--- src/rtl/arbiter_rr_n.sv ---
// N-requester round-robin arbiter with registered one-hot grant, binary grant index and bounded hold.
// Define ARBITER_RR_N_SVA_EN to compile the embedded protocol assertions and per-index grant covers.
module arbiter_rr_n #(
   parameter  int unsigned N        = 4,
   parameter  int unsigned MAX_HOLD = 8,
   localparam int unsigned IDW      = (N > 1) ? $clog2(N) : 1
) (
   input  logic           clk,
   input  logic           rst,
   input  logic [N-1:0]   req,
   output logic [N-1:0]   gnt,
   output logic [IDW-1:0] gnt_id,
   output logic           busy,
   output logic           pr_state
);

   localparam int unsigned HW       = (MAX_HOLD < 1) ? 1 : $clog2(MAX_HOLD + 1);
   localparam bit          ROT_EN   = (MAX_HOLD > 0);
   localparam logic [HW-1:0] HOLD_MAX = HW'(MAX_HOLD);

   typedef enum logic {
      ST_IDLE  = 1'b0,
      ST_GRANT = 1'b1
   } state_e;

   state_e         state_q, state_d;
   logic [N-1:0]   gnt_q, gnt_d;
   logic [IDW-1:0] gnt_id_q, gnt_id_d;
   logic           busy_q, busy_d;
   logic [IDW-1:0] ptr_q, ptr_d;
   logic [HW-1:0]  hcnt_q, hcnt_d;

   logic [N-1:0]   others;
   logic [N-1:0]   pick_v;
   logic [IDW-1:0] win;
   logic           own_req;
   logic           at_limit;
   logic           new_grant;

   // First set bit of v scanning from p upward with wrap modulo N.
   function automatic logic [IDW-1:0] pick(input logic [N-1:0] v, input logic [IDW-1:0] p);
      logic [IDW-1:0] r;
      logic           found;
      int unsigned    t;
      r     = '0;
      found = 1'b0;
      for (int unsigned o = 0; o < N; o++) begin
         t = 32'(p) + o;
         if (t >= N) t = t - N;
         if (!found && v[IDW'(t)]) begin
            r     = IDW'(t);
            found = 1'b1;
         end
      end
      return r;
   endfunction

   always_comb begin
      state_d   = state_q;
      gnt_d     = gnt_q;
      gnt_id_d  = gnt_id_q;
      busy_d    = busy_q;
      ptr_d     = ptr_q;
      hcnt_d    = hcnt_q;
      new_grant = 1'b0;
      pick_v    = '0;

      others   = req & ~gnt_q;
      own_req  = |(req & gnt_q);
      at_limit = ROT_EN && ((32'(hcnt_q) + 32'd1) >= MAX_HOLD);

      case (state_q)
         ST_IDLE: begin
            if (|req) begin
               new_grant = 1'b1;
               pick_v    = req;
            end
         end
         ST_GRANT: begin
            if (own_req && !(at_limit && (|others))) begin
               if (hcnt_q != HOLD_MAX) hcnt_d = hcnt_q + HW'(1);
            end else if (|others) begin
               new_grant = 1'b1;
               pick_v    = others;
            end else begin
               state_d  = ST_IDLE;
               gnt_d    = '0;
               gnt_id_d = '0;
               busy_d   = 1'b0;
               hcnt_d   = '0;
            end
         end
         default: begin
            state_d  = ST_IDLE;
            gnt_d    = '0;
            gnt_id_d = '0;
            busy_d   = 1'b0;
            hcnt_d   = '0;
         end
      endcase

      win = pick(pick_v, ptr_q);
      // Every new grant (from IDLE or handover) restarts hold count and moves priority past the winner.
      if (new_grant) begin
         state_d  = ST_GRANT;
         gnt_d    = N'(1) << win;
         gnt_id_d = win;
         busy_d   = 1'b1;
         hcnt_d   = '0;
         ptr_d    = (win == IDW'(N - 1)) ? '0 : win + IDW'(1);
      end
   end

   always_ff @(posedge clk or posedge rst) begin
      if (rst) begin
         state_q  <= ST_IDLE;
         gnt_q    <= '0;
         gnt_id_q <= '0;
         busy_q   <= 1'b0;
         ptr_q    <= '0;
         hcnt_q   <= '0;
      end else begin
         state_q  <= state_d;
         gnt_q    <= gnt_d;
         gnt_id_q <= gnt_id_d;
         busy_q   <= busy_d;
         ptr_q    <= ptr_d;
         hcnt_q   <= hcnt_d;
      end
   end

   assign gnt      = gnt_q;
   assign gnt_id   = gnt_id_q;
   assign busy     = busy_q;
   assign pr_state = state_q;

`ifdef ARBITER_RR_N_SVA_EN
   a_onehot : assert property (@(posedge clk) disable iff (rst) $onehot0(gnt_q));

   a_idle_zero : assert property (@(posedge clk) disable iff (rst)
      (state_q == ST_IDLE) |-> (gnt_q == '0));

   a_idle_start : assert property (@(posedge clk) disable iff (rst)
      (state_q == ST_IDLE && (|req)) |=> (state_q == ST_GRANT));

   a_grant_req : assert property (@(posedge clk) disable iff (rst)
      ((gnt_d & ~req) == '0));

   a_no_bubble : assert property (@(posedge clk) disable iff (rst)
      (state_q == ST_GRANT && !(|(req & gnt_q)) && (|(req & ~gnt_q))) |=> (state_q == ST_GRANT));

   if (MAX_HOLD > 0) begin : g_hold_sva
      a_max_hold : assert property (@(posedge clk) disable iff (rst)
         (state_q == ST_GRANT && at_limit && (|(req & ~gnt_q))) |=> (hcnt_q == '0));
   end

   for (genvar i = 0; i < N; i++) begin : g_cov
      c_gnt : cover property (@(posedge clk) disable iff (rst) gnt_q[i]);
   end
`endif

endmodule

--- config.mk ---
export PLATFORM = sky130hd
export DESIGN_NAME = arbiter_rr_n
export DESIGN_NICKNAME = d
export VERILOG_FILES = /design/src/rtl/arbiter_rr_n.sv
export SDC_FILE = /design/constraint.sdc
export NUM_CORES = 1
export LEC_CHECK = 0
export BUFFER_PORTS_ARGS = -buffer_cell sky130_fd_sc_hd__buf_2
export CORE_MARGIN = 10
export CORE_UTILIZATION = 55
export DETAILED_ROUTE_END_ITERATION = 16
export HOLD_SLACK_MARGIN = 0.08
export PLACE_DENSITY = 0.84
export SYNTH_ARGS = -nofsm -noshare
export SYNTH_HDL_FRONTEND = slang
export SYNTH_SLANG_ARGS = --single-unit
--- constraint.sdc ---
create_clock -name clk -period 2.8 [get_ports clk]
set_input_delay 0.84 -clock clk [delete_from_list [all_inputs] [get_ports clk]]
set_output_delay 0.84 -clock clk [all_outputs]
set_load 0.005 [all_outputs]
## Word level (Yosys, flattened, before mapping)

Cells that the tools add are included.

- Input port bits: 6
- Output and inout bits: 8
- Bits in latches: 0
- Memories kept: 0
- Logic and storage cells: 98
- Memory bits (writable): 0
- Bits in read-only memories: 0
- Bits in registers: 14

- Divide/modulo/power cells: 0
- $add $sub $neg: 10
- $lt $le $gt $ge: 9
- Shifts and indexed selects: 1
- Reduce and logical (&&, ||, !) cells: 15
- Multipliers: 0
- Multiplexer cells: 47
- Bitwise logic cells: 4
- Equality and inequality tests: 6

Operators with widths:

| cell | number |
|---|---|
| $mux 4 | 11 |
| $mux 2 | 13 |
| $mux 1 | 17 |
| $lt 2x3->1 const B | 4 |
| $reduce_or 4->1 | 3 |
| $ge 3x3->1 const B | 3 |
| $and 4x4->4 | 2 |
| $bmux 1 s2 | 4 |
| $pmux 4 s2 | 1 |
| $sub 2x1->2 const B | 4 |
| $add 2x2->3 const B | 2 |
| $ne 3x2->1 const B | 2 |
| $reduce_and 3->1 | 2 |
| $add 4x1->5 const B | 1 |
| $ge 5x4->1 const B | 1 |
| $logic_and 1x1->1 | 5 |
| $add 4x1->4 const B | 1 |
| $logic_not 1->1 | 4 |
| $ne 2x2->1 const B | 2 |
| $ne 4x4->1 const B | 1 |
| $not 4->4 | 1 |
| $shl 1x2->4 const A | 1 |
| $add 2x1->3 const B | 1 |
| $ge 2x3->1 const B | 1 |
| other kinds (5) | 5 |

## Depth between registers and ports, before layout

- Depth after elaboration: 22
- Mapped depth: 11

## Worst setup path after synthesis

OpenSTA, ideal clock, no wires.

- Path type: in2reg
- Start: input port req[3]
- End: register gnt_q[0] (netlist: gnt[0])
- Setup time: 0.121 ns
- Slack: 0.177 ns
- Stages: 8
- Buffers on the path: 0
- Data arrival time: 2.502 ns
- Cells stage by stage: or3b_1 -> a221o_1 -> nand3_1 -> a211o_1 -> o2111ai_2 -> or2_1 -> ha_1 -> a22o_1

- Cells in the longest elaborated chain, start to end: 21

Ends and longest elaborated chain:

| item | RTL line | source |
|---|---|---|
| start, declared | 10 | `input logic [N-1:0] req,` |
| $and 4x4->4 | 68 | `others = req & ~gnt_q;` |
| $reduce_or 4->1 | 80, 82 |  |
| $logic_and 1x1->1 | 80 | `if (own_req && !(at_limit && (\|others))) begin` |
| $logic_not 1->1 | 80 |  |
| $logic_and 1x1->1 | 80 |  |
| $mux 4 | 80 |  |
| $pmux 4 s2 | 72 | `case (state_q)` |
| $bmux 1 s2 | 50 | `if (!found && v[IDW'(t)]) begin` |
| [5 not listed] | n/a |  |
| $logic_not 1->1 | 50 |  |
| $logic_and 1x1->1 | 50 |  |
| $mux 1 | 50 |  |
| $logic_not 1->1 | 50 |  |
| $logic_and 1x1->1 | 50 |  |
| $mux 2 | 50 |  |
| $shl 1x2->4 | 106 | `gnt_d = N'(1) << win;` |
| $mux 4 | 104 | `if (new_grant) begin` |
| end signal, assigned | 124 | `gnt_q <= gnt_d;` |
| end, declared | 27 | `logic [N-1:0] gnt_q, gnt_d;` |

Several ways; a longest one is shown, not always the timed one. The select of a mux whose other input is x is not followed.
A chain may end at the register's enable or synchronous reset.

## Worst setup path after layout

- Start: register hcnt_q[1]
- End: register gnt_q[2] (netlist: gnt[2])

- Cells in the longest elaborated chain, start to end: 21

Ends and longest elaborated chain:

| item | RTL line | source |
|---|---|---|
| start, declared | 31 | `logic [HW-1:0] hcnt_q, hcnt_d;` |
| start signal, assigned | 128 | `hcnt_q <= hcnt_d;` |
| $add 4x1->5 (*) | 70 | `at_limit = ROT_EN && ((32'(hcnt_q) + 32'd1) >= MAX_HOLD);` |
| $ge 5x4->1 (*) | 70 |  |
| $logic_and 1x1->1 (*) | 80 |  |
| $logic_not 1->1 (*) | 80 |  |
| $logic_and 1x1->1 (*) | 80 |  |
| $mux 4 | 80 |  |
| $pmux 4 s2 | 72 |  |
| $bmux 1 s2 | 50 |  |
| [5 not listed] | n/a |  |
| $logic_not 1->1 | 50 |  |
| $logic_and 1x1->1 | 50 |  |
| $mux 1 | 50 |  |
| $logic_not 1->1 | 50 |  |
| $logic_and 1x1->1 | 50 |  |
| $mux 2 | 50 |  |
| $shl 1x2->4 | 106 |  |
| $mux 4 | 104 |  |

Mark *: on every way between the ends. The rest lies on a longest branch, timed or not. The select of a mux whose other input is x is not followed.

==> run metrics <==
final period utilization 95.6%; post-synthesis mux area share 4.57%; # rows 16; count of state elements after synthesis 14; CP Data Arrival Time 2.86 ns; type of the worst min-delay path reg -> reg; final setup fails 0; Starting Density 57.8%; Net Count, Synth 134; worst setup path class reg -> reg; Max FO, Critical Path 7; Post-Place Setup Slack -0.123 ns; proportion of layout cells with a drive suffix above 1 26.2%; CTS resizes 0; Tmin final 2.68 ns; Buffers on Ports 13; crit path launch type flip-flop; fraction of registers with async set or reset after synthesis 100%; Remaining Overflow, GRT 0; Main synth FF type dfrtp_1; post-synthesis simple-gate area fraction 21.1%; Syn-to-layout area delta 18.8%; main combinational cell family by area after synthesis compound AO/OA/AOI/OAI gates; CORE AREA 1940 um2; CTS tree yes; Via density 6.08; max-slew violations 0; Synth Area in Adders 6.69%; area leader, netlist dfrtp_1; pin count of the biggest net entering global routing 15; HPWL Detailed 2250 um; pwr dens 1090 nW/um2; skew final 0.00285 ns; Lkg Pwr 0.628 nW; Clock Path Buffers 2; Pre-antenna DRT Iters 4; Max rail drop VDD 0.000757 V; postcts setup bufs 0; ANT cells 0; clk root buf clkbuf_4; Synth Cell Area 1120 um2; Rel. slew slack 64.1%; Final #Nets 162; first-pass GRT wire length 4910 um; Iter 0 DRT Violations 54; DRC 0; CTS H-Tree Depth 1; status finished clean; Die Span X 65.2 um; Synth Area in XOR/XNOR 0%; Compound-Gate Fraction of Synth Area 32.2%; Cell variety after synth 45; Yosys warnings 0; Final Worst Setup Slack 0.122 ns; clock latency on the worst-skew pair 0.29 ns; RSZ-0062 raised after global routing false; initial antenna violation count 0; # fillers 165; Wirelength per Cell 16.5 um; Routed Antenna Nets 0; CP required 2.99 ns; Die Ht 65.2 um; Total Wirelength 2910 um; Die ar. 4250 um2; CTS clk-pin slew, worst paths 0.09 ns; nature of the critical path endpoint flip-flop; register area share after synthesis 31.2%; IO Count 14; Seq. cell area 350 um2; DR vias 1070; vias in the first global route 1051; # hold bufs at CTS 0; largest cells by area after synthesis dfrtp_1, ha_1, a22o_1, mux2i_1, o21ai_1; Synth Instances 122; Post-Route Setup TNS 0 ns; Num CTS Buffers 3; TritonCTS Sinks 14; Mapped Avg Cell Area 9.20 um2; Worst Tran Pin Value 0.538 ns; Post-synth EDFFs 0; gpl congestion 0.918; Multi-input gate area 724 um2; fmax 373 MHz; share of the synthesized area in the top cell type 31.2%; GRT Overall Usage 14.1%; Max Cap Violations 0; final hold violations 0
path summary, 6_finish.rpt:
kind / cells past startpoint / slack [ns] / start / endpoint
worst max-delay path: 9 / 0.12 / hcnt_q[1]$_DFFE_PP0P_ / gnt[2]$_DFFE_PP0P_
worst max register to register: 9 / 0.12 / hcnt_q[1]$_DFFE_PP0P_ / gnt[2]$_DFFE_PP0P_
min in group asynchronous: 2 / 0.57 / rst / gnt_id[0]$_DFFE_PP0P_
max in group asynchronous: 2 / 1.87 / rst / busy$_DFFE_PP0P_
worst min register to register: 1 / 0.49 / gnt_id[1]$_DFFE_PP0P_ / gnt_id[1]$_DFFE_PP0P_
worst min-delay path: 1 / 0.49 / gnt_id[1]$_DFFE_PP0P_ / gnt_id[1]$_DFFE_PP0P_
cells in the mapped netlist, types with 2 or more instances:
cell,number
mux2i_1,4
nor3_1,2
or2_1,2
inv_1,7
a22oi_1,2
or3b_1,2
a31oi_1,3
and3_1,2
nor2b_1,4
nand2_1,8
a211o_1,2
o21ai_1,7
nand3b_1,2
dfrtp_1,14
ha_1,6
a22o_1,7
nand3_1,4
a21o_1,3
and3b_1,2
buf_2,2
nor2_1,8
o211ai_1,4
a21oi_1,3
flip-flops by register name, indices dropped and copies added (netlist names):
signal    cells
busy          1
gnt           4
gnt_id        2
hcnt_q        4
pr_state      1
ptr_q         2
through the flow:
step / hold WS [ns] / total power [mW] / cell area [um2] / utilization, % / std cells
floorplan: 0.470 / 0.991 / 1120 / - / 122
global placement: 0.457 / 1.25 / 1300 / 66.8 / 172
global route: 0.515 / 1.58 / 1330 / 68.7 / 176
finish: 0.494 / 1.46 / 1330 / 68.7 / 176
CTS: 0.489 / 1.45 / 1330 / 68.7 / 176
detailed placement: 0.469 / 1.30 / 1300 / 66.8 / 172
worst max-delay path, stage by stage (launching register included):
cell       delay (ns)
dfrtp_1          0.46
ha_1             0.25
nor2b_1          0.28
a221oi_2         0.14
or3_1            0.36
a41oi_1          0.24
o2111ai_2        0.16
or2_1            0.27
ha_1             0.22
a22o_1           0.20
power by group:
part	leakage (nW)	internal (mW)	switching [mW]
Clock	0.0210	0.0793	0.0720
Combinational	0.432	0.450	0.446
Sequential	0.175	0.283	0.126
Total	0.628	0.813	0.644
logic make-up (layout without fill, tap and decap cells):
kind of cell	after synthesis	in the layout
AO/OA/AOI/OAI	45	45
adder cells (fa/ha/maj)	6	6
buffers and inverters	10	37
flip-flops	14	14
multiplexers	5	5
AND/OR/NAND/NOR	42	42
layout make-up:
class                           count  area share [%]
Clock buffer                        4            2.72
Sequential cell                    14            26.3
Inverter                            7            1.97
Multi-Input combinational cell     98            54.3
Timing Repair Buffer               26            12.2
Tap cell                           27            2.53
placed cells by master (no fill, tap or decap), types with 2 or more instances in the layout:
cell type,count
and3b_1,2
o211ai_1,4
a22o_1,7
mux2i_1,4
clkbuf_4,3
ha_1,6
o21ai_1,7
nand3_1,4
nor2_1,8
buf_4,13
a21o_1,3
nand3b_1,2
dfrtp_1,14
nand2_1,8
nor2b_1,4
buf_2,13
a211o_1,2
a21oi_1,3
a22oi_1,2
inv_1,7
nor3_1,2
or2_1,2
or3b_1,2
a31oi_1,3
and3_1,2
metal layers:
layer | share of wire (%) | up-vias | global-route usage (%)
met1 | 43 | 503 | 17.0
met3 | 6.0 | 5 | 1.69
met4 | 1.7 | 0 | 4.81
met2 | 49 | 38 | 25.1
met5 | 0 | - | 0
li1 | - | 524 | -
Note: power is estimated with default switching activity, not from simulation.
